`config.mk`:
```
export PLATFORM = sky130hd
export DESIGN_NAME = fifo_axis_tx_flat
export DESIGN_NICKNAME = d
export VERILOG_FILES = /design/src/rtl/fifo_axis_tx_if.sv /design/src/rtl/fifo_axis_tx.sv /design/src/flat_wrapper.sv
export SDC_FILE = /design/constraint.sdc
export NUM_CORES = 1
export LEC_CHECK = 0
export CAP_MARGIN = 20
export CORE_MARGIN = 2
export CORE_UTILIZATION = 35
export CTS_BUF_LIST = sky130_fd_sc_hd__clkbuf_2 sky130_fd_sc_hd__clkbuf_4 sky130_fd_sc_hd__clkbuf_8
export DETAILED_ROUTE_END_ITERATION = 8
export GPL_ROUTABILITY_DRIVEN = 0
export PLACE_DENSITY = 0.65
export SKIP_CTS_REPAIR_TIMING = 1
export SLEW_MARGIN = 20
export SYNTH_ARGS = -nofsm -noshare
export SYNTH_HDL_FRONTEND = slang
export SYNTH_SLANG_ARGS = --single-unit
```
`constraint.sdc`:
```
create_clock -name clk -period 5.7 [get_ports clk]
set_input_delay 0.57 -clock clk [delete_from_list [all_inputs] [get_ports clk]]
set_output_delay 0.57 -clock clk [all_outputs]
set_load 0.005 [all_outputs]
```
`src/rtl/fifo_axis_tx_if.sv`:
```
// FIFO read port and AXI4-Stream master bundle for the stream FIFO reader.
// master: the reader/transmitter side; slave: the FIFO plus downstream consumer side.
interface fifo_axis_tx_if #(
    parameter int DATA_WIDTH = 32
);
    logic                  fifo_rd_en;
    logic [DATA_WIDTH-1:0] fifo_dout;
    logic                  fifo_empty;
    logic [DATA_WIDTH-1:0] m_axis_tdata;
    logic                  m_axis_tvalid;
    logic                  m_axis_tready;
    logic                  m_axis_tlast;

    modport master (
        output fifo_rd_en,
        input  fifo_dout,
        input  fifo_empty,
        output m_axis_tdata,
        output m_axis_tvalid,
        output m_axis_tlast,
        input  m_axis_tready
    );

    modport slave (
        input  fifo_rd_en,
        output fifo_dout,
        output fifo_empty,
        input  m_axis_tdata,
        input  m_axis_tvalid,
        input  m_axis_tlast,
        output m_axis_tready
    );
endinterface

```
`src/rtl/fifo_axis_tx.sv`:
```
// Pops words from a FWFT FIFO and sends them as one AXI4-Stream packet of pkt_len beats.
// Optional stall counter enabled by defining FIFO_AXIS_TX_STALL_CNT_EN.
//
// state | meaning
// IDLE  | waiting for start; FIFO not read
// SEND  | popping words into the output register until pkt_len words taken
// DRAIN | all words popped; waiting for the tlast beat to be accepted
module fifo_axis_tx #(
    parameter int DATA_WIDTH      = 32,
    parameter int LEN_WIDTH       = 16,
    parameter int STALL_CNT_WIDTH = 16
) (
    input  logic                 clk,
    input  logic                 reset,
    input  logic                 start,
    input  logic [LEN_WIDTH-1:0] pkt_len,
    output logic                 busy,
    output logic                 done,
    fifo_axis_tx_if.master       bus
`ifdef FIFO_AXIS_TX_STALL_CNT_EN
    ,
    output logic [STALL_CNT_WIDTH-1:0] stall_cnt
`endif
);

    typedef enum logic [1:0] {
        IDLE  = 2'd0,
        SEND  = 2'd1,
        DRAIN = 2'd2
    } state_t;

    if (LEN_WIDTH < 1 || STALL_CNT_WIDTH < 1) begin : g_param_chk
        $error("fifo_axis_tx: LEN_WIDTH and STALL_CNT_WIDTH must be at least 1");
    end

    state_t                state_q, state_d;
    logic [LEN_WIDTH-1:0]  remaining_q, remaining_d;
    logic [DATA_WIDTH-1:0] tdata_q, tdata_d;
    logic                  tvalid_q, tvalid_d;
    logic                  tlast_q, tlast_d;
    logic                  done_q, done_d;

    logic slot_free;
    logic rd_en;
    logic handshake;

    assign slot_free = !tvalid_q || bus.m_axis_tready;
    assign handshake = tvalid_q && bus.m_axis_tready;
    assign rd_en     = (state_q == SEND) && !bus.fifo_empty && slot_free
                       && (remaining_q != '0);

    always_comb begin
        state_d     = state_q;
        remaining_d = remaining_q;
        tdata_d     = tdata_q;
        tvalid_d    = tvalid_q;
        tlast_d     = tlast_q;
        done_d      = 1'b0;

        // A pop refills the output slot in the same edge the previous beat leaves it.
        if (rd_en) begin
            tdata_d     = bus.fifo_dout;
            tvalid_d    = 1'b1;
            tlast_d     = (remaining_q == LEN_WIDTH'(1));
            remaining_d = remaining_q - LEN_WIDTH'(1);
        end else if (handshake) begin
            tvalid_d = 1'b0;
            tlast_d  = 1'b0;
        end

        case (state_q)
            IDLE: begin
                if (start) begin
                    if (pkt_len != '0) begin
                        state_d     = SEND;
                        remaining_d = pkt_len;
                    end else begin
                        done_d = 1'b1;
                    end
                end
            end
            SEND: begin
                if (rd_en && remaining_q == LEN_WIDTH'(1)) begin
                    state_d = DRAIN;
                end
            end
            DRAIN: begin
                if (handshake && tlast_q) begin
                    state_d = IDLE;
                    done_d  = 1'b1;
                end
            end
            default: begin
                state_d = IDLE;
            end
        endcase
    end

    always_ff @(posedge clk or posedge reset) begin
        if (reset) begin
            state_q     <= IDLE;
            remaining_q <= '0;
            tdata_q     <= '0;
            tvalid_q    <= 1'b0;
            tlast_q     <= 1'b0;
            done_q      <= 1'b0;
        end else begin
            state_q     <= state_d;
            remaining_q <= remaining_d;
            tdata_q     <= tdata_d;
            tvalid_q    <= tvalid_d;
            tlast_q     <= tlast_d;
            done_q      <= done_d;
        end
    end

`ifdef FIFO_AXIS_TX_STALL_CNT_EN
    logic [STALL_CNT_WIDTH-1:0] stall_cnt_q, stall_cnt_d;

    always_comb begin
        stall_cnt_d = stall_cnt_q;
        if (state_q == IDLE && start) begin
            stall_cnt_d = '0;
        end else if (tvalid_q && !bus.m_axis_tready && stall_cnt_q != '1) begin
            stall_cnt_d = stall_cnt_q + STALL_CNT_WIDTH'(1);
        end
    end

    always_ff @(posedge clk or posedge reset) begin
        if (reset) begin
            stall_cnt_q <= '0;
        end else begin
            stall_cnt_q <= stall_cnt_d;
        end
    end

    assign stall_cnt = stall_cnt_q;
`endif

    assign busy              = (state_q != IDLE);
    assign done              = done_q;
    assign bus.fifo_rd_en    = rd_en;
    assign bus.m_axis_tdata  = tdata_q;
    assign bus.m_axis_tvalid = tvalid_q;
    assign bus.m_axis_tlast  = tlast_q;

endmodule

```
`src/flat_wrapper.sv`:
```
// flat-port wrapper written by rule: the top's interface ports become plain ports
module fifo_axis_tx_flat 
#(
    parameter int DATA_WIDTH      = 32,
    parameter int LEN_WIDTH       = 16,
    parameter int STALL_CNT_WIDTH = 16
)
  (clk, reset, start, pkt_len, busy, done, bus_fifo_rd_en, bus_fifo_dout, bus_fifo_empty, bus_m_axis_tdata, bus_m_axis_tvalid, bus_m_axis_tlast, bus_m_axis_tready);
  fifo_axis_tx_if #(.DATA_WIDTH(DATA_WIDTH)) bus_i ();
  input  logic clk;
  input  logic reset;
  input  logic start;
  input  logic [LEN_WIDTH-1:0] pkt_len;
  output logic busy;
  output logic done;
  output wire logic [$bits(bus_i.fifo_rd_en)-1:0] bus_fifo_rd_en;
  input wire logic [$bits(bus_i.fifo_dout)-1:0] bus_fifo_dout;
  input wire logic [$bits(bus_i.fifo_empty)-1:0] bus_fifo_empty;
  output wire logic [$bits(bus_i.m_axis_tdata)-1:0] bus_m_axis_tdata;
  output wire logic [$bits(bus_i.m_axis_tvalid)-1:0] bus_m_axis_tvalid;
  output wire logic [$bits(bus_i.m_axis_tlast)-1:0] bus_m_axis_tlast;
  input wire logic [$bits(bus_i.m_axis_tready)-1:0] bus_m_axis_tready;
  assign bus_fifo_rd_en = bus_i.fifo_rd_en;
  assign bus_i.fifo_dout = bus_fifo_dout;
  assign bus_i.fifo_empty = bus_fifo_empty;
  assign bus_m_axis_tdata = bus_i.m_axis_tdata;
  assign bus_m_axis_tvalid = bus_i.m_axis_tvalid;
  assign bus_m_axis_tlast = bus_i.m_axis_tlast;
  assign bus_i.m_axis_tready = bus_m_axis_tready;
  fifo_axis_tx #(.DATA_WIDTH(DATA_WIDTH), .LEN_WIDTH(LEN_WIDTH), .STALL_CNT_WIDTH(STALL_CNT_WIDTH)) u_core (.clk(clk), .reset(reset), .start(start), .pkt_len(pkt_len), .busy(busy), .done(done), .bus(bus_i));
endmodule
```
==> metrics.md <==
| Metric | Value |
|---|---|
| Status | completed |
| Drt via density | 4.66 |
| Yosys warns | 0 |
| Die footprint | 0.00784 mm² |
| Vias | between 2,000 and 2,500 |
| Worst-margin pin slew | 0.894 ns |
| Crit path launch type | register |
| CTS tree | yes |
| Mapped Cells | 274 |
| Starting Density | 0.364 |
| Mean post-synth cell area | 9.13 µm² |
| Final ANT Viol Nets | 0 |
| Core Rows | 30 |
| Hold Fails Final Rpt | 0 |
| Part of the cycle the worst path needs | 0.677 |
| Placement Cell Area | 0.00348 mm² |
| Power Dens Cells | 309 mW/mm² |
| IO Count | 90 |
| Post-Route WL | 5.90 mm |
| Register area share after synthesis | 0.530 |
| Worst Hold Class | register to register |
| Layout cells sized above 1 | 0.0606 |
| Flops & latches, synth | 53 |
| Core area | 0.00687 mm² |
| TNS Setup | 0 ns |
| Slowest stage cell, crit path | o21ai_4 |
| Top cells by area, synth | dfrtp_1 (53%), nand2_1 (15%), a21oi_1 (2.6%), nor2_1 (2.4%), xor2_1 (1.8%) |
| Slew HR | 0.402 |
| Drt pass-1 iters | 4 |
| Drt initial violations | 78 |
| Post-route cell area | 0.00357 mm² |
| GRT Total Usage | 0.163 |
| Number of remaining DRC errors | 0 |
| Post-synth EDFFs | 0 |
| Critical Path AT | approximately 3.3 ns |
| Max-slew violation count | 0 |
| Most frequent cells in the layout | nand2_1 (103), clkdlybuf4s50_1 (89), dfrtp_1 (53) |
| Hold Slack | 0.476 ns |
| CP required | 5.13 ns |
| Maxcap violations | 0 |
| Largest net degree at the start of global routing | 54 |
| Fmax | ~260 MHz |
| Longest Clk Path Bufs | 2 |
| Hpwl dp | between 4 and 5 mm |
| Post-synth top area cell | dfrtp_1 |
| CP endpoint kind | primary output |
| Post-layout minimum cycle time | between 3 and 4 ns |
| Synth Cell Area | 0.00250 mm² |
| Drt wl/cell | 12.9 µm |
| CTS Buf Count | 5 |
| Port bufs | 89 |
| Vias in the first global route | 2,112 |
| Leakage | 1.55 nW |
| Synth top area share | 0.530 |
| Count of cell types in the netlist | 47 |
| Initial antenna violation count | 0 |
| CTS root buf | clkbuf_8 |
| Crit-path max cell delay | 0.74 ns |
| VDD IR max | 0.120 mV |
| Ant diodes | 0 |
| First-pass GRT wire length | 9.86 mm |
| Die Ht | 88.6 µm |
| Ys flop type | dfrtp_1 |
| RSZ-0062 raised after global routing | no |
| Crit-path max FO | 37 |
| # fillers | between 600 and 700 |
| Post-Syn Nets | 330 |
| Area growth, synth to finish | 42.7% |
| H-tree levels | 2 |
| Layout Skew | between 0.007 and 0.008 ns |
| Final setup fails | 0 |
| Clk sinks | 53 |
| Commonest non-fill, non-tap cell in the layout | nand2_1 |
| Chip width | approximately 89 µm |
| Crit Path Category | register to primary output |
| Final #Nets | 418 |
| Grt total ovfl | 0 |
| Worst-path clk slew | 0.09 ns |
| Critical-path cell list | inv_1 -> ha_1 -> nor3b_1 -> nand2_2 -> o21ai_4 -> inv_2 -> clkdlybuf4s50_1 |
| Clk Latency, worst-skew pair | 0.30 ns |
| Asr flop ratio synth | 1.00 |
-- routing by layer --
metal	routed length [µm]	vias to the layer above	global-route usage	share of wire
li1	-	1091	-	-
met1	2700	979	0.221	0.46
met2	2760	65	0.258	0.47
met3	370	6	0.0429	0.063
met4	76	0	0.0510	0.013
met5	0	-	0	0
-- sequential cells by signal, indices dropped and copies added (netlist names) --
signal                    flops
u_core.bus.m_axis_tdata      32
u_core.remaining_q           16
u_core.done                   1
u_core.state_q                2
u_core.bus.m_axis_tvalid      1
u_core.bus.m_axis_tlast       1
-- final cells by class --
class / instances / area (µm²) / share of cell area
inverters: 5 / 18.8 / 0.00526
repair buffers: 91 / 906 / 0.254
flip-flops and latches: 53 / 1330 / 0.371
multi-input cells: 206 / 1110 / 0.310
clock buffers: 6 / 76.3 / 0.0214
clock inverters: 2 / 15.0 / 0.00420
well taps: 96 / 120 / 0.0336
-- report_power, final --
group	leakage [nW]	switching [W]	internal, W
clock	0.0408	0.000118	0.0000915
combinational	0.878	0.000145	0.000199
sequential	0.633	0.0000837	0.000468
-- kinds of logic (layout without fill, tap and decap cells) --
| kind of cell | Yosys count | in the layout | synth area share |
|---|---|---|---|
| buffers and inverters | 15 | 104 | 0.0270 |
| adder cells (fa/ha/maj) | 3 | 3 | 0.0150 |
| AND/OR/NAND/NOR | 162 | 162 | 0.309 |
| AO/OA/AOI/OAI | 32 | 32 | 0.0875 |
| XOR/XNOR | 9 | 9 | 0.0315 |
| flip-flops | 53 | 53 | 0.530 |
-- worst paths after layout --
check,start,end,slack [ns],cells after the start
worst min register to register,u_core.state_q[0],u_core.done,0.48,1
min in group asynchronous,reset,u_core.bus.m_axis_tdata[2],0.77,3
max in group asynchronous,reset,u_core.remaining_q[6],4.50,3
worst max register to register,u_core.remaining_q[0],u_core.remaining_q[0],2.76,8
worst max-delay path,u_core.remaining_q[0],bus_fifo_rd_en,1.84,7
worst min-delay path,u_core.state_q[0],u_core.done,0.48,1
-- worst max-delay path, delay by kind of cell, from the launching register on --
| family | cells | cell delay, ns |
|---|---|---|
| buffers and inverters | 3 | 1.13 |
| AOI/OAI and AO/OA | 1 | 0.74 |
| and+or+nand+nor | 2 | 0.52 |
| DFF | 1 | 0.42 |
| adders and majority gates | 1 | 0.16 |
-- synthesized netlist by cell type (2+ instances only) --
library cell / n
a21oi_1: 13
nand3b_1: 3
and3_1: 4
xor2_1: 5
buf_2: 6
nor2b_1: 2
nor3_1: 2
a31oi_1: 3
dfrtp_1: 53
o21ai_0: 2
xnor2_1: 4
clkbuf_1: 3
nand2_1: 103
nand4_1: 5
o21ai_1: 2
nand2b_1: 2
o21a_1: 2
inv_1: 4
nand3_1: 6
nor2_1: 16
ha_1: 3
nor4_1: 5
nor3_4: 2
-- stage by stage --
stage                     utilization  instances  power [W]  worst slack, ns
after floorplan                     -        274   0.000729             3.55
after global placement          0.507        451   0.000901             2.12
after detailed placement        0.507        451   0.000907             2.13
after CTS                       0.520        459    0.00112             1.78
after global routing            0.520        459    0.00119             1.46
final                           0.520        459    0.00110             1.84
Power figures use the tool's default switching activity.
